==> config.mk <==
export PLATFORM = sky130hd
export DESIGN_NAME = lfsr_rng_bank
export DESIGN_NICKNAME = d
export VERILOG_FILES = /design/src/rtl/lfsr_rng_bank.sv
export SDC_FILE = /design/constraint.sdc
export NUM_CORES = 1
export LEC_CHECK = 0
export BUFFER_PORTS_ARGS = -buffer_cell sky130_fd_sc_hd__buf_4
export CAP_MARGIN = 20
export CORE_MARGIN = 10
export CORE_UTILIZATION = 40
export DETAILED_ROUTE_END_ITERATION = 10
export MAX_ROUTING_LAYER = met4
export PLACE_DENSITY_LB_ADDON = 0.1
export SLEW_MARGIN = 20
export SYNTH_ARGS = -nofsm -noshare
export SYNTH_HDL_FRONTEND = slang
export SYNTH_SLANG_ARGS = --single-unit
export TNS_END_PERCENT = 100
==> constraint.sdc <==
create_clock -name clock -period 1.8 [get_ports clock]
set_input_delay 0.54 -clock clock [delete_from_list [all_inputs] [get_ports clock]]
set_output_delay 0.54 -clock clock [all_outputs]
set_load 0.005 [all_outputs]
==> src/rtl/lfsr_rng_bank.sv <==
// lfsr_rng_bank: multi-channel Fibonacci LFSR random source.
// Each channel has its own state, its own last-loaded seed, a valid/ready
// consumer handshake, and a wrap pulse that fires when the state returns to
// that seed. Free-run mode advances every valid channel on every cycle.
// With default parameters, channel 0 reproduces the legacy 13-bit sequence.
module lfsr_rng_bank #(
    parameter int unsigned        WIDTH        = 13,
    parameter int unsigned        NUM_CH       = 4,
    parameter logic [WIDTH-1:0]   TAPS         = 13'h100D,
    parameter logic [WIDTH-1:0]   DEFAULT_SEED = 13'h0001,
    localparam int unsigned       CH_W         = (NUM_CH > 1) ? $clog2(NUM_CH) : 1
) (
    input  logic                    clock,
    input  logic                    reset,
    input  logic                    free_run,
    input  logic                    seed_load,
    input  logic [CH_W-1:0]         seed_ch,
    input  logic [WIDTH-1:0]        seed_val,
    input  logic [NUM_CH-1:0]       rnd_ready,
    output logic [NUM_CH*WIDTH-1:0] rnd,
    output logic [NUM_CH-1:0]       rnd_valid,
    output logic [NUM_CH-1:0]       wrap
);

    // A zero seed would lock the LFSR, so it is replaced by 1.
    function automatic logic [WIDTH-1:0] sanitise(input logic [WIDTH-1:0] s);
        return (s == '0) ? WIDTH'(1) : s;
    endfunction

    logic [WIDTH-1:0]  state_q [NUM_CH];
    logic [WIDTH-1:0]  state_d [NUM_CH];
    logic [WIDTH-1:0]  seed_q  [NUM_CH];
    logic [WIDTH-1:0]  seed_d  [NUM_CH];
    logic [WIDTH-1:0]  step_nx [NUM_CH];
    logic [NUM_CH-1:0] valid_q, valid_d;
    logic [NUM_CH-1:0] wrap_q, wrap_d;
    logic [NUM_CH-1:0] load_hit;
    logic [NUM_CH-1:0] adv;

    // Per-channel step function, load decode, advance condition and output slice.
    for (genvar g = 0; g < NUM_CH; g++) begin : g_ch
        assign step_nx[g]  = {state_q[g][WIDTH-2:0], ^(state_q[g] & TAPS)};
        assign load_hit[g] = seed_load && (32'(seed_ch) == g);
        assign adv[g]      = valid_q[g] & (free_run | rnd_ready[g]);
        assign rnd[g*WIDTH +: WIDTH] = state_q[g];
    end

    // Next state: a load beats an advance; wrap only comes from an advance.
    always_comb begin
        for (int unsigned i = 0; i < NUM_CH; i++) begin
            state_d[i] = state_q[i];
            seed_d[i]  = seed_q[i];
            valid_d[i] = 1'b1;
            wrap_d[i]  = 1'b0;
            if (load_hit[i]) begin
                state_d[i] = sanitise(seed_val);
                seed_d[i]  = sanitise(seed_val);
                valid_d[i] = 1'b0;
            end else if (adv[i]) begin
                state_d[i] = step_nx[i];
                wrap_d[i]  = (step_nx[i] == seed_q[i]);
            end
        end
    end

    // State registers with synchronous active-low reset to per-channel seeds.
    always_ff @(posedge clock) begin
        if (!reset) begin
            for (int unsigned i = 0; i < NUM_CH; i++) begin
                state_q[i] <= sanitise(DEFAULT_SEED + WIDTH'(i));
                seed_q[i]  <= sanitise(DEFAULT_SEED + WIDTH'(i));
            end
            valid_q <= '0;
            wrap_q  <= '0;
        end else begin
            for (int unsigned i = 0; i < NUM_CH; i++) begin
                state_q[i] <= state_d[i];
                seed_q[i]  <= seed_d[i];
            end
            valid_q <= valid_d;
            wrap_q  <= wrap_d;
        end
    end

    assign rnd_valid = valid_q;
    assign wrap      = wrap_q;

endmodule

# Yosys cells after proc, flatten, opt, wreduce, memory -nomap -nowiden
# Memories as Yosys holds them, arrays and structs flattened.
# Cells that the tools add are included.
dict set report totals {
  ff_bits 8
  ram_bits 104
  input_bits 23
  out_inout_bits 60
  elab_cells 76
  mem_count 2
}
dict set report op_classes {
  n_eq_ne 7
  muxes 27
  bitwise_logic 21
  n_reduce_logical 14
}
# name depth width read_ports rd_clocked_by_memory_dff wr line_no
set mem_list {}
lappend mem_list {seed_q 4 13 4 0 4 32} ;# logic [WIDTH-1:0] seed_q [NUM_CH];
lappend mem_list {state_q 4 13 4 0 4 30} ;# logic [WIDTH-1:0] state_q [NUM_CH];
# operator n
set ops {}
lappend ops {{13-bit two-way mux} 21}
lappend ops {{13-bit == test} 4}
lappend ops {{13-bit XOR reduction} 4}
lappend ops {{13-bit logical NOT} 1}
lappend ops {{1-bit OR} 12}
lappend ops {{3-bit OR reduction} 4}
lappend ops {{1-bit two-way mux} 6}
lappend ops {{1-bit inverter} 5}
lappend ops {{1-bit AND} 4}
lappend ops {{2-bit == test (second input constant)} 2}
lappend ops {{1-bit logical AND} 4}
lappend ops {{2-bit by 1-bit == test with 1-bit output (second input constant)} 1}
lappend ops {{2-bit logical NOT} 1}

# Depth between registers and ports, before layout
# Gate-level depths: netlist (run 1).
dict set report depth {
  word_depth 5
  depth_mapped 7
}

# Least setup slack after synthesis (run 1)
# No wires, ideal clock.
dict set report synth_timing {
  kind {input to register}
  startpoint {input seed_ch[1]}
  endpoint {register wrap_q[0] (netlist: wrap[0])}
  t_arrival_ns 1.510
  slack_ns 0.174
  path_stages 5
  n_path_buf 1
  path_cell_list {buf_2 or3b_4 and2_4 and4_1 and3_1}
}
dict set report synth_between {
  elab_chain_cells 3
}
# element line_no
set synth_rtl {}
lappend synth_rtl {{start, declared} 17} ;# input logic [CH_W-1:0] seed_ch,
lappend synth_rtl {{2-bit logical NOT} 43} ;# assign load_hit[g] = seed_load && (32'(seed_ch) == g);
lappend synth_rtl {{1-bit logical AND} 43}
lappend synth_rtl {{3-bit OR reduction (no source line)} n/a}
lappend synth_rtl {{end signal, assigned} 81} ;# wrap_q <= wrap_d;
lappend synth_rtl {{end, declared} 36} ;# logic [NUM_CH-1:0] wrap_q, wrap_d;
# No other way between the ends.
# A chain may end at the register's enable or synchronous reset.

==> results of run 1 <==
-- sequential cells by signal (all words and copies together), names as in the netlist --
register	flops
wrap	4
rnd_valid	4
state_q	52
seed_q	52
-- power breakdown --
part	switching [mW]	leakage, nW	internal [mW]
Clock	0.892	0.139	1.11
Combinational	0.386	1.66	0.422
Sequential	0.122	0.913	2.59
-- layout make-up --
cell class	count	area [um^2]	share of cell area, %
clock inverter	3	42.5	0.670
clock buffer	12	246	3.88
multi-input combinational	417	2730	42.9
sequential	112	2240	35.3
timing repair buffer	107	866	13.6
inverter	3	11.3	0.177
tap	172	215	3.39
-- through the flow --
step                      utilization, %  instances
after floorplan                        -        564
after global placement              48.0        811
after detailed placement            48.0        811
after CTS                           50.3        826
after global routing                50.3        826
final                               50.3        826
-- final timing paths --
kind / start / end / slack (ns) / cells after the start
setup / recovery: state_q[1][3]$_SDFFE_PN0P_ / rnd[16] / 0.28 / 1
hold / removal: seed_q[0][4]$_SDFFE_PN0P_ / seed_q[0][4]$_SDFFE_PN0P_ / 0.47 / 2
setup reg to reg: state_q[0][3]$_SDFFE_PN0P_ / wrap[0]$_SDFF_PP0_ / 0.52 / 4
hold reg to reg: seed_q[0][4]$_SDFFE_PN0P_ / seed_q[0][4]$_SDFFE_PN0P_ / 0.47 / 2
-- cells in the final DEF, fill, tap and decap left out, types with 3 or more instances in the layout --
cell type	synthesis	final
mux2i_1	36	36
buf_4	1	102
and3_1	5	5
nor4_1	11	11
o21ai_0	44	44
mux2_2	14	14
buf_12	0	5
nand2_1	106	106
nand3_1	3	3
inv_1	3	3
a21boi_0	56	56
clkbuf_16	0	9
nor2_1	16	16
and2_1	35	35
xor2_1	24	24
xnor2_1	40	40
dfxtp_1	112	112
o21ai_2	4	4
nand4_1	6	6
-- tightest hold or removal path, cell delays in order, from the launching register on --
cell	delay [ns]
dfxtp_1	0.32
nand2_1	0.05
a21boi_0	0.06
-- cells in the mapped netlist, types with 2 or more instances --
cell type  number  area share, %
dfxtp_1       112             44
nand2_1       106            7.7
a21boi_0       56            8.2
o21ai_0        44            4.3
xnor2_1        40            6.8
mux2i_1        36            7.0
and2_1         35            4.3
xor2_1         24            4.1
nor2_1         16            1.2
clkbuf_1       14            1.0
mux2_2         14            3.1
buf_2          12            1.2
nor4_1         11            1.3
nand4_1         6           0.73
and3_1          5           0.61
buf_6           4           0.87
o21ai_2         4           0.68
inv_1           3           0.22
nand3_1         3           0.29
a21oi_1         2           0.19
and4_1          2           0.34
nand3b_1        2           0.29
nor2b_1         2           0.24
o211ai_1        2           0.29
o31ai_1         2           0.29
-- metal layers --
layer	wire [um]	share of wire, %
met5	0	0
met4	284	2.0
met3	448	3.1
met2	6740	47
met1	6800	48
-- cells by family (layout without fill, tap and decap cells) --
logic type / after synthesis / in the layout / synth area share [%]
xor gates and xnor gates: 64 / 64 / 10.9
AOI/OAI and AO/OA: 111 / 111 / 14.1
buffers and inverters: 35 / 125 / 3.52
and+or+nand+nor: 192 / 192 / 17.9
DFF: 112 / 112 / 43.5
muxes: 50 / 50 / 10.1
==> metrics.md, run 1 <==
| Metric | Value |
|---|---|
| Post-synthesis cell count | 564 |
| Hold buffer count at CTS | 0 |
| IR Drop Worst-Case VDD | 0.479 mV |
| Ant. Diodes | 0 |
| Setup WS pre-CTS | 0.0156 ns |
| Post-route antenna net violation count | 0 |
| Die height | 133 um |
| Clock Skew | ~0.0096 ns |
| Final period util | 84.5% |
| Max clock buf depth | 2 |
| CTS tree | built |
| Distinct cells, synth | 32 |
| Post-CTS Resized | 0 |
| First-pass GRT wire length | 22.5 mm |
| Minimum clock period | 1.52 ns |
| Max-slew violations | 0 |
| Ys flop type | dfxtp_1 |
| Initial core utilization | 40.8% |
| Vias in the first global route | 4157 |
| CTS sink count | 112 |
| Grt met3 use | 2.59% |
| GR Overflow Total | 0 |
| Max Fanout on Critical Path | 5 |
| Clock latency on the worst-skew pair | about 0.36 ns |
| Post-DP HPWL | 10.1 mm |
| Critical path class | reg2out |
| Die W | 133 um |
| Nets | between 600 and 700 |
| Routed WL per cell | approximately 17 um |
| Cell area after layout | 0.00635 mm^2 |
| Final worst slack | 0.278 ns |
| Leak | ~2.7 nW |
| Cell at the slowest stage of the critical path | dfxtp_1 |
| Status | finished, final reports clean |
| Number of I/O port buffers | ~80 |
| Setup Fix Bufs, Post-CTS | 0 |
| Final total power | 5.52 mW |
| Post-synthesis sequential area ratio | 43.5% |
| Filler cell count | 1275 |
| Crit path cell chain | buf_4 |
| Grt met1 use | 20.2% |
| Syn nets | 587 |
| Layout overhead on the synthesized area | 23.3% |
| Core area | about 0.013 mm^2 |
| Setup TNS | 0 ns |
| Post-Synthesis Cell Area | 0.00515 mm^2 |
| EDFF count, synth | 0 |
| DP Area | 0.00606 mm^2 |
| Max-Cap Viols | 0 |
| Synth warn | 0 |
| Worst Path Buf+Inv | 1 |
| Worst path max stage delay | 0.46 ns |
| Power density cells | 869 mW/mm^2 |
| Clk root buf | clkbuf_16 |
| H-Tree Level Count | 3 |
| Final hold violation count | 0 |
| RSZ-0062 raised after global routing | no |
| DRT Pass-1 Iters | 6 |
| Min-Delay Path Class | reg2reg |
| IO Pins | between 80 and 90 |
| Worst slew pin tran | 0.412 ns |
| Largest net degree at the start of global routing | 41 |
| Total GRT Usage | 16.4% |
| RD Place Congestion | 0.826 |
| Crit end category | output port |
| 1st-iter DRT viols | between 200 and 250 |
| Hold WS | 0.474 ns |
| Row count | 41 |
| Startpoint types | flop |
| Ys async rst share | 0% |
| Cts bufs inserted | 9 |
| Register clock-pin slew on the reported worst setup and hold paths | 0.07 ns |
| Die Footprint | around 0.018 mm^2 |
| Worst endpoint required time | 1.26 ns |
| Vias per cell | 4.95 |
| Final wirelength | 14.3 mm |
| Met2 usage | 26.3% |
| Remaining routing DRC violations | 0 |
| Antenna violations before repair | 0 |
| Crit-path leading delay family | flip-flops |
| Busiest grt layer | met2 |
| Worst EP arrival | between 0.9 and 1 ns |
| Slew headroom | 72.3% |
| Mean post-synth cell area | around 9 um^2 |
| Via count | 4085 |
| Achievable Freq | 0.657 GHz |
| Share of post-route cells with drive strength above 1 | 21.7% |
| Final setup vio count | 0 |
| Seq cells post-synth | about 110 |
Power figures use the tool's default switching activity.
==> run 2, diff against run 1 <==
==> constraint.sdc (replaced) <==
create_clock -name clock -period 1.5 [get_ports clock]
set_input_delay 0.45 -clock clock [delete_from_list [all_inputs] [get_ports clock]]
set_output_delay 0.45 -clock clock [all_outputs]
set_load 0.005 [all_outputs]
==> run 2 against run 1 <==
  * Worst setup slack got worse by 0.20 ns
  * Largest power group unchanged
  * Die area stayed put
  * Combinational power grew 25%
  * Final area increased by 2.4%
==> metrics.md, run 2 (synthesis gave the netlist of run 1 again) <==
| Metric | Value |
|---|---|
| Status | finished, final reports clean |
| Slew headroom | 78.6% (+6.3 points) |
| Total GRT Usage | 16.8% (+0.43 points) |
| Minimum clock period | 1.43 ns |
| Antenna violations before repair | 0 (unchanged) |
| Achievable Freq | approximately 0.7 GHz |
| Startpoint types | flop |
| Die W | 133 um (unchanged) |
| Layout overhead on the synthesized area | 26.3% |
| Nets | 688 (+2.2%) |
| Commonest non-fill, non-tap cell in the layout | buf_4 |
| Die Footprint | 0.0178 mm^2 (unchanged) |
| Final hold violation count | 0 (unchanged) |
| Post-route antenna net violation count | 0 (unchanged) |
| Vias in the first global route | 4239 (+2.0%) |
| Number of I/O port buffers | 82 (unchanged) |
| H-Tree Level Count | 3 (unchanged) |
| Crit path cell chain | buf_4 |
| Core area | 0.0126 mm^2 (unchanged) |
| Row count | 41 (unchanged) |
| RSZ-0062 raised after global routing | no |
| Initial core utilization | 40.8% (unchanged) |
| Placed Cells | 826 (+1.8%) |
| Final wirelength | 14.7 mm (+2.8%) |
| RD Place Congestion | 0.817 (-1.1%) |
| Post-CTS Resized | 0 (unchanged) |
| Max-slew violations | 0 (unchanged) |
| Max clock buf depth | 2 (unchanged) |
| Final Non-Filler Cells | 842 (+1.9%) |
| Cell area after layout | 0.00650 mm^2 (+2.4%) |
| Crit-path leading delay family | flip-flops |
| Hold WS | 0.443 ns (-0.0308 ns) |
| Min-Delay Path Class | in2reg |
| Worst Path Buf+Inv | 1 (unchanged) |
| DRT Pass-1 Iters | 4 (-2) |
| Worst endpoint required time | 1.05 ns (-0.21 ns) |
| Clk root buf | clkbuf_16 |
| Final setup vio count | 0 (unchanged) |
| Clock latency on the worst-skew pair | 0.35 ns (about the same) |
| Power density cells | 1030 mW/mm^2 (+18%) |
| Hold buffer count at CTS | 0 (unchanged) |
| Setup TNS | 0 ns (unchanged) |
| Worst path max stage delay | 0.46 ns (about the same) |
| Max Fanout on Critical Path | 5 (unchanged) |
| Clock Skew | 0.00435 ns (-0.00527 ns) |
| Post-layout util | 51.5% (+1.2 points) |
| First-pass GRT wire length | 23.3 mm (+3.3%) |
| Most frequent cells in the layout | buf_4 (115), dfxtp_1 (112), nand2_1 (106) |
| Cts bufs inserted | 9 (unchanged) |
| Biggest regs | seed_q: 52 flops, state_q: 52 flops |
| Remaining routing DRC violations | 0 (unchanged) |
| CTS sink count | 112 (unchanged) |
| Routed WL per cell | 17.4 um (+0.84%) |
| Max-Cap Viols | 0 (unchanged) |
| Critical path class | reg2out |
| GR Overflow Total | 0 (unchanged) |
| Worst EP arrival | 0.98 ns (about the same) |
| Register clock-pin slew on the reported worst setup and hold paths | 0.07 ns (about the same) |
| Final period util | 95.1% |
| Largest net degree at the start of global routing | 39 (-4.9%) |
| Share of post-route cells with drive strength above 1 | 23.9% (+2.2 points) |
| DP Area | 0.00620 mm^2 (+2.3%) |
| Post-DP HPWL | 10.7 mm (+6.5%) |
| Leak | 2.81 nW (+3.8%) |
| Worst slew pin tran | 0.321 ns (-0.0902 ns) |
| Vias per cell | 5.00 (+1.1%) |
| IO Pins | 83 (unchanged) |
| Ant. Diodes | 0 (unchanged) |
| Crit end category | output port |
| Cell at the slowest stage of the critical path | dfxtp_1 |
| 1st-iter DRT viols | 302 (+27%) |
| Via count | 4210 (+3.1%) |
| IR Drop Worst-Case VDD | 0.625 mV (+31%) |
| CTS tree | built |
| Die height | 133 um (unchanged) |
| Setup Fix Bufs, Post-CTS | 0 (unchanged) |
==> run 2: power by group <==
part	internal, mW	switching, mW	leakage [nW]
Clock	1.35	1.08	0.155
Sequential	3.10	0.146	0.913
Combinational	0.538	0.471	1.74
Total	4.99	1.70	2.81
==> run 2: metal layers <==
metal	GRT usage [%]	part of all wire (%)	vias to the layer above
met5	-	0	-
met4	6.89	2.4	0
met3	2.89	5.1	22
met2	25.1	45	99
met1	22.1	48	1978
li1	-	-	2111
==> run 2: layout make-up <==
cell class | count | area [um^2]
Clock buffer | 14 | 294
Inverter | 3 | 11.3
Timing Repair Buffer | 122 | 1000
Sequential cell | 112 | 2240
Multi-Input combinational cell | 417 | 2730
Tap cell | 172 | 215
Clock inverter | 2 | 10.0
Fill cell | 1223 | 6120
==> run 2: per-stage QoR <==
| step | setup WS, ns | total power, mW |
|---|---|---|
| global route | 0.0182 | 6.97 |
| detailed placement | -0.172 | 4.34 |
| CTS | 0.0556 | 6.76 |
| floorplan | 0.00154 | 3.87 |
| global placement | -0.109 | 4.33 |
| finish | 0.0739 | 6.69 |
==> run 2: final timing paths <==
path / from / endpoint / slack, ns / depth (start not counted)
max reg2reg: state_q[3][2]$_SDFFE_PN1P_ / wrap[3]$_SDFF_PP0_ / 0.24 / 4
min reg2reg: seed_q[0][4]$_SDFFE_PN0P_ / seed_q[0][4]$_SDFFE_PN0P_ / 0.48 / 2
min: reset / seed_q[2][5]$_SDFFE_PN0P_ / 0.44 / 2
max: state_q[1][2]$_SDFFE_PN0P_ / rnd[15] / 0.07 / 1
==> run 3, diff against run 2 <==
--- a/config.mk
+++ b/config.mk
@@ -11,7 +11,6 @@
 export CORE_UTILIZATION = 40
 export DETAILED_ROUTE_END_ITERATION = 10
 export MAX_ROUTING_LAYER = met4
-export PLACE_DENSITY_LB_ADDON = 0.1
 export SLEW_MARGIN = 20
 export SYNTH_ARGS = -nofsm -noshare
 export SYNTH_HDL_FRONTEND = slang
==> run 3 against run 2 <==
  * Critical path depth did not move
  * Sequential power about the same
  * Core utilization hardly changed
  * Global-route usage shrank 0.16 points
  * Via count decreased by 0.31%
  * Largest power group unchanged
==> metrics.md, run 3 (synthesis gave the netlist of run 1 again) <==
| Metric | Value |
|---|---|
| Status | finished, final reports clean |
| Worst reg2reg path depth | 4 (unchanged) |
| Placed Cells | 826 (unchanged) |
| IO Pins | 83 (unchanged) |
| Total GRT Usage | 16.7% (-0.16 points) |
| Remaining routing DRC violations | 0 (unchanged) |
| Most frequent cells in the layout | buf_4 (117), dfxtp_1 (112), nand2_1 (106) |
| Commonest non-fill, non-tap cell in the layout | buf_4 |
| Share of post-route cells with drive strength above 1 | 23.8% (-0.11 points) |
| Nets | 688 (unchanged) |
| Post-DP HPWL | 10.6 mm (-1.4%) |
| First-pass GRT wire length | 22.9 mm (-1.5%) |
| Initial core utilization | 40.8% (unchanged) |
| CTS sink count | 112 (unchanged) |
| Vias in the first global route | 4237 (-0.047%) |
| Layout overhead on the synthesized area | 26.2% (about the same) |
| Antenna violations before repair | 0 (unchanged) |
| Largest net degree at the start of global routing | 32 (-18%) |
| Crit path cell chain | buf_4 |
| Startpoint types | flop |
| DRT Pass-1 Iters | 4 (unchanged) |
| Min-Delay Path Class | in2reg |
| Achievable Freq | 0.696 GHz (-0.71%) |
| Vias per cell | 4.99 (-0.19%) |
| Worst path max stage delay | 0.46 ns (about the same) |
| Register clock-pin slew on the reported worst setup and hold paths | 0.07 ns (about the same) |
| Final wirelength | 14.5 mm (-1.4%) |
| Hold-critical path depth | 2 (unchanged) |
| GR Overflow Total | 0 (unchanged) |
| Row count | 41 (unchanged) |
| Final period util | 95.8% (+0.68 points) |
| Crit-path leading delay family | flip-flops |
| Number of I/O port buffers | 82 (unchanged) |
| Worst EP arrival | 0.99 ns (about the same) |
| Multi-input gate area in the final layout | 0.00273 mm^2 (+0.23%) |
| Max Fanout on Critical Path | 5 (unchanged) |
| CTS tree | built |
| Filler cell count | 1212 (-0.90%) |
| WP depth | 1 (unchanged) |
| Routed WL per cell | 17.2 um (-1.3%) |
| RSZ-0062 raised after global routing | no |
| Max-Cap Viols | 0 (unchanged) |
| Final hold violation count | 0 (unchanged) |
| Core area | 0.0126 mm^2 (unchanged) |
| Via count | 4197 (-0.31%) |
| Clock Skew | 0.00916 ns (+0.00482 ns) |
| Ant. Diodes | 0 (unchanged) |
| Worst endpoint required time | 1.05 ns (about the same) |
| Cell at the slowest stage of the critical path | dfxtp_1 |
| RD Place Congestion | 0.825 (+1.0%) |
| Biggest regs | seed_q: 52 flops, state_q: 52 flops |
| R2R setup slack | 0.21 ns (-0.03 ns) |
| Die Footprint | 0.0178 mm^2 (unchanged) |
| Max clock buf depth | 2 (unchanged) |
| Post-layout util | 51.5% (about the same) |
| Critical path class | reg2out |
| Final Non-Filler Cells | 841 (-0.12%) |
| Clock latency on the worst-skew pair | 0.36 ns (about the same) |
| Power density cells | 1060 mW/mm^2 (+2.8%) |
| 1st-iter DRT viols | 267 (-12%) |
| Clk root buf | clkbuf_16 |
| IR Drop Worst-Case VDD | 0.589 mV (-5.8%) |
| Sequential cell area | 0.00224 mm^2 (unchanged) |
| Final setup vio count | 0 (unchanged) |
| Worst slew pin tran | 0.418 ns (+0.0962 ns) |
| Minimum clock period | 1.44 ns (+0.0103 ns) |
| Post-route antenna net violation count | 0 (unchanged) |
| Leak | 2.80 nW (-0.34%) |
| Slew headroom | 71.9% (-6.7 points) |
| Die height | 133 um (unchanged) |
| Worst Path Buf+Inv | 1 (unchanged) |
| Max-slew violations | 0 (unchanged) |
| H-Tree Level Count | 3 (unchanged) |
| Die W | 133 um (unchanged) |
| Crit end category | output port |
| Cts bufs inserted | 9 (unchanged) |
==> run 3: worst paths after layout <==
kind                                            startpoint                    endpoint
worst max register to register  state_q[3][3]$_SDFFE_PN0P_          wrap[3]$_SDFF_PP0_
worst min-delay path                                 reset  state_q[0][0]$_SDFFE_PN1P_
worst min register to register  seed_q[0][12]$_SDFFE_PN0P_  seed_q[0][12]$_SDFFE_PN0P_
worst max-delay path            state_q[1][0]$_SDFFE_PN0P_                     rnd[13]
==> run 3: report_power, final <==
group | internal, mW | total [mW] | leakage [nW] | switching (mW)
Sequential | 3.10 | 3.25 | 0.913 | 0.148
Clock | 1.55 | 2.63 | 0.159 | 1.08
Combinational | 0.530 | 0.999 | 1.73 | 0.469
Total | 5.18 | 6.88 | 2.80 | 1.70
==> run 3: layout make-up <==
class                           count  area share (%)
Clock buffer                       12            3.95
Clock inverter                      3            1.00
Inverter                            3           0.173
Multi-Input combinational cell    417            42.0
Sequential cell                   112            34.5
Tap cell                          172            3.31
Timing Repair Buffer              122            15.1
==> run 3: routing by layer <==
| metal | vias to the layer above | track usage [%] | share of wire [%] |
|---|---|---|---|
| met4 | 0 | 7.80 | 3.2 |
| li1 | 2109 | - | - |
| met5 | - | - | 0 |
| met2 | 94 | 25.4 | 47 |
| met3 | 24 | 2.97 | 4.8 |
| met1 | 1970 | 21.0 | 45 |
==> run 3: repair_timing <==
action	4_1_cts	5_1_grt
hold buffers	0	0
setup endpoints to repair	1	0
gates resized for setup	1	0
buffers inserted	0	0
==> run 3: per-stage QoR <==
step	hold WS [ns]	setup TNS, ns	cell area [um^2]	setup slack [ns]	total power [mW]
after floorplan	0.455	0	5160	0.00154	3.87
after global placement	0.461	-3.49	6170	-0.343	4.31
after detailed placement	0.469	-4.48	6170	-0.368	4.33
after CTS	0.408	0	6500	0.0450	6.93
after global routing	0.433	0	6500	0.0290	7.15
final	0.414	0	6500	0.0637	6.88
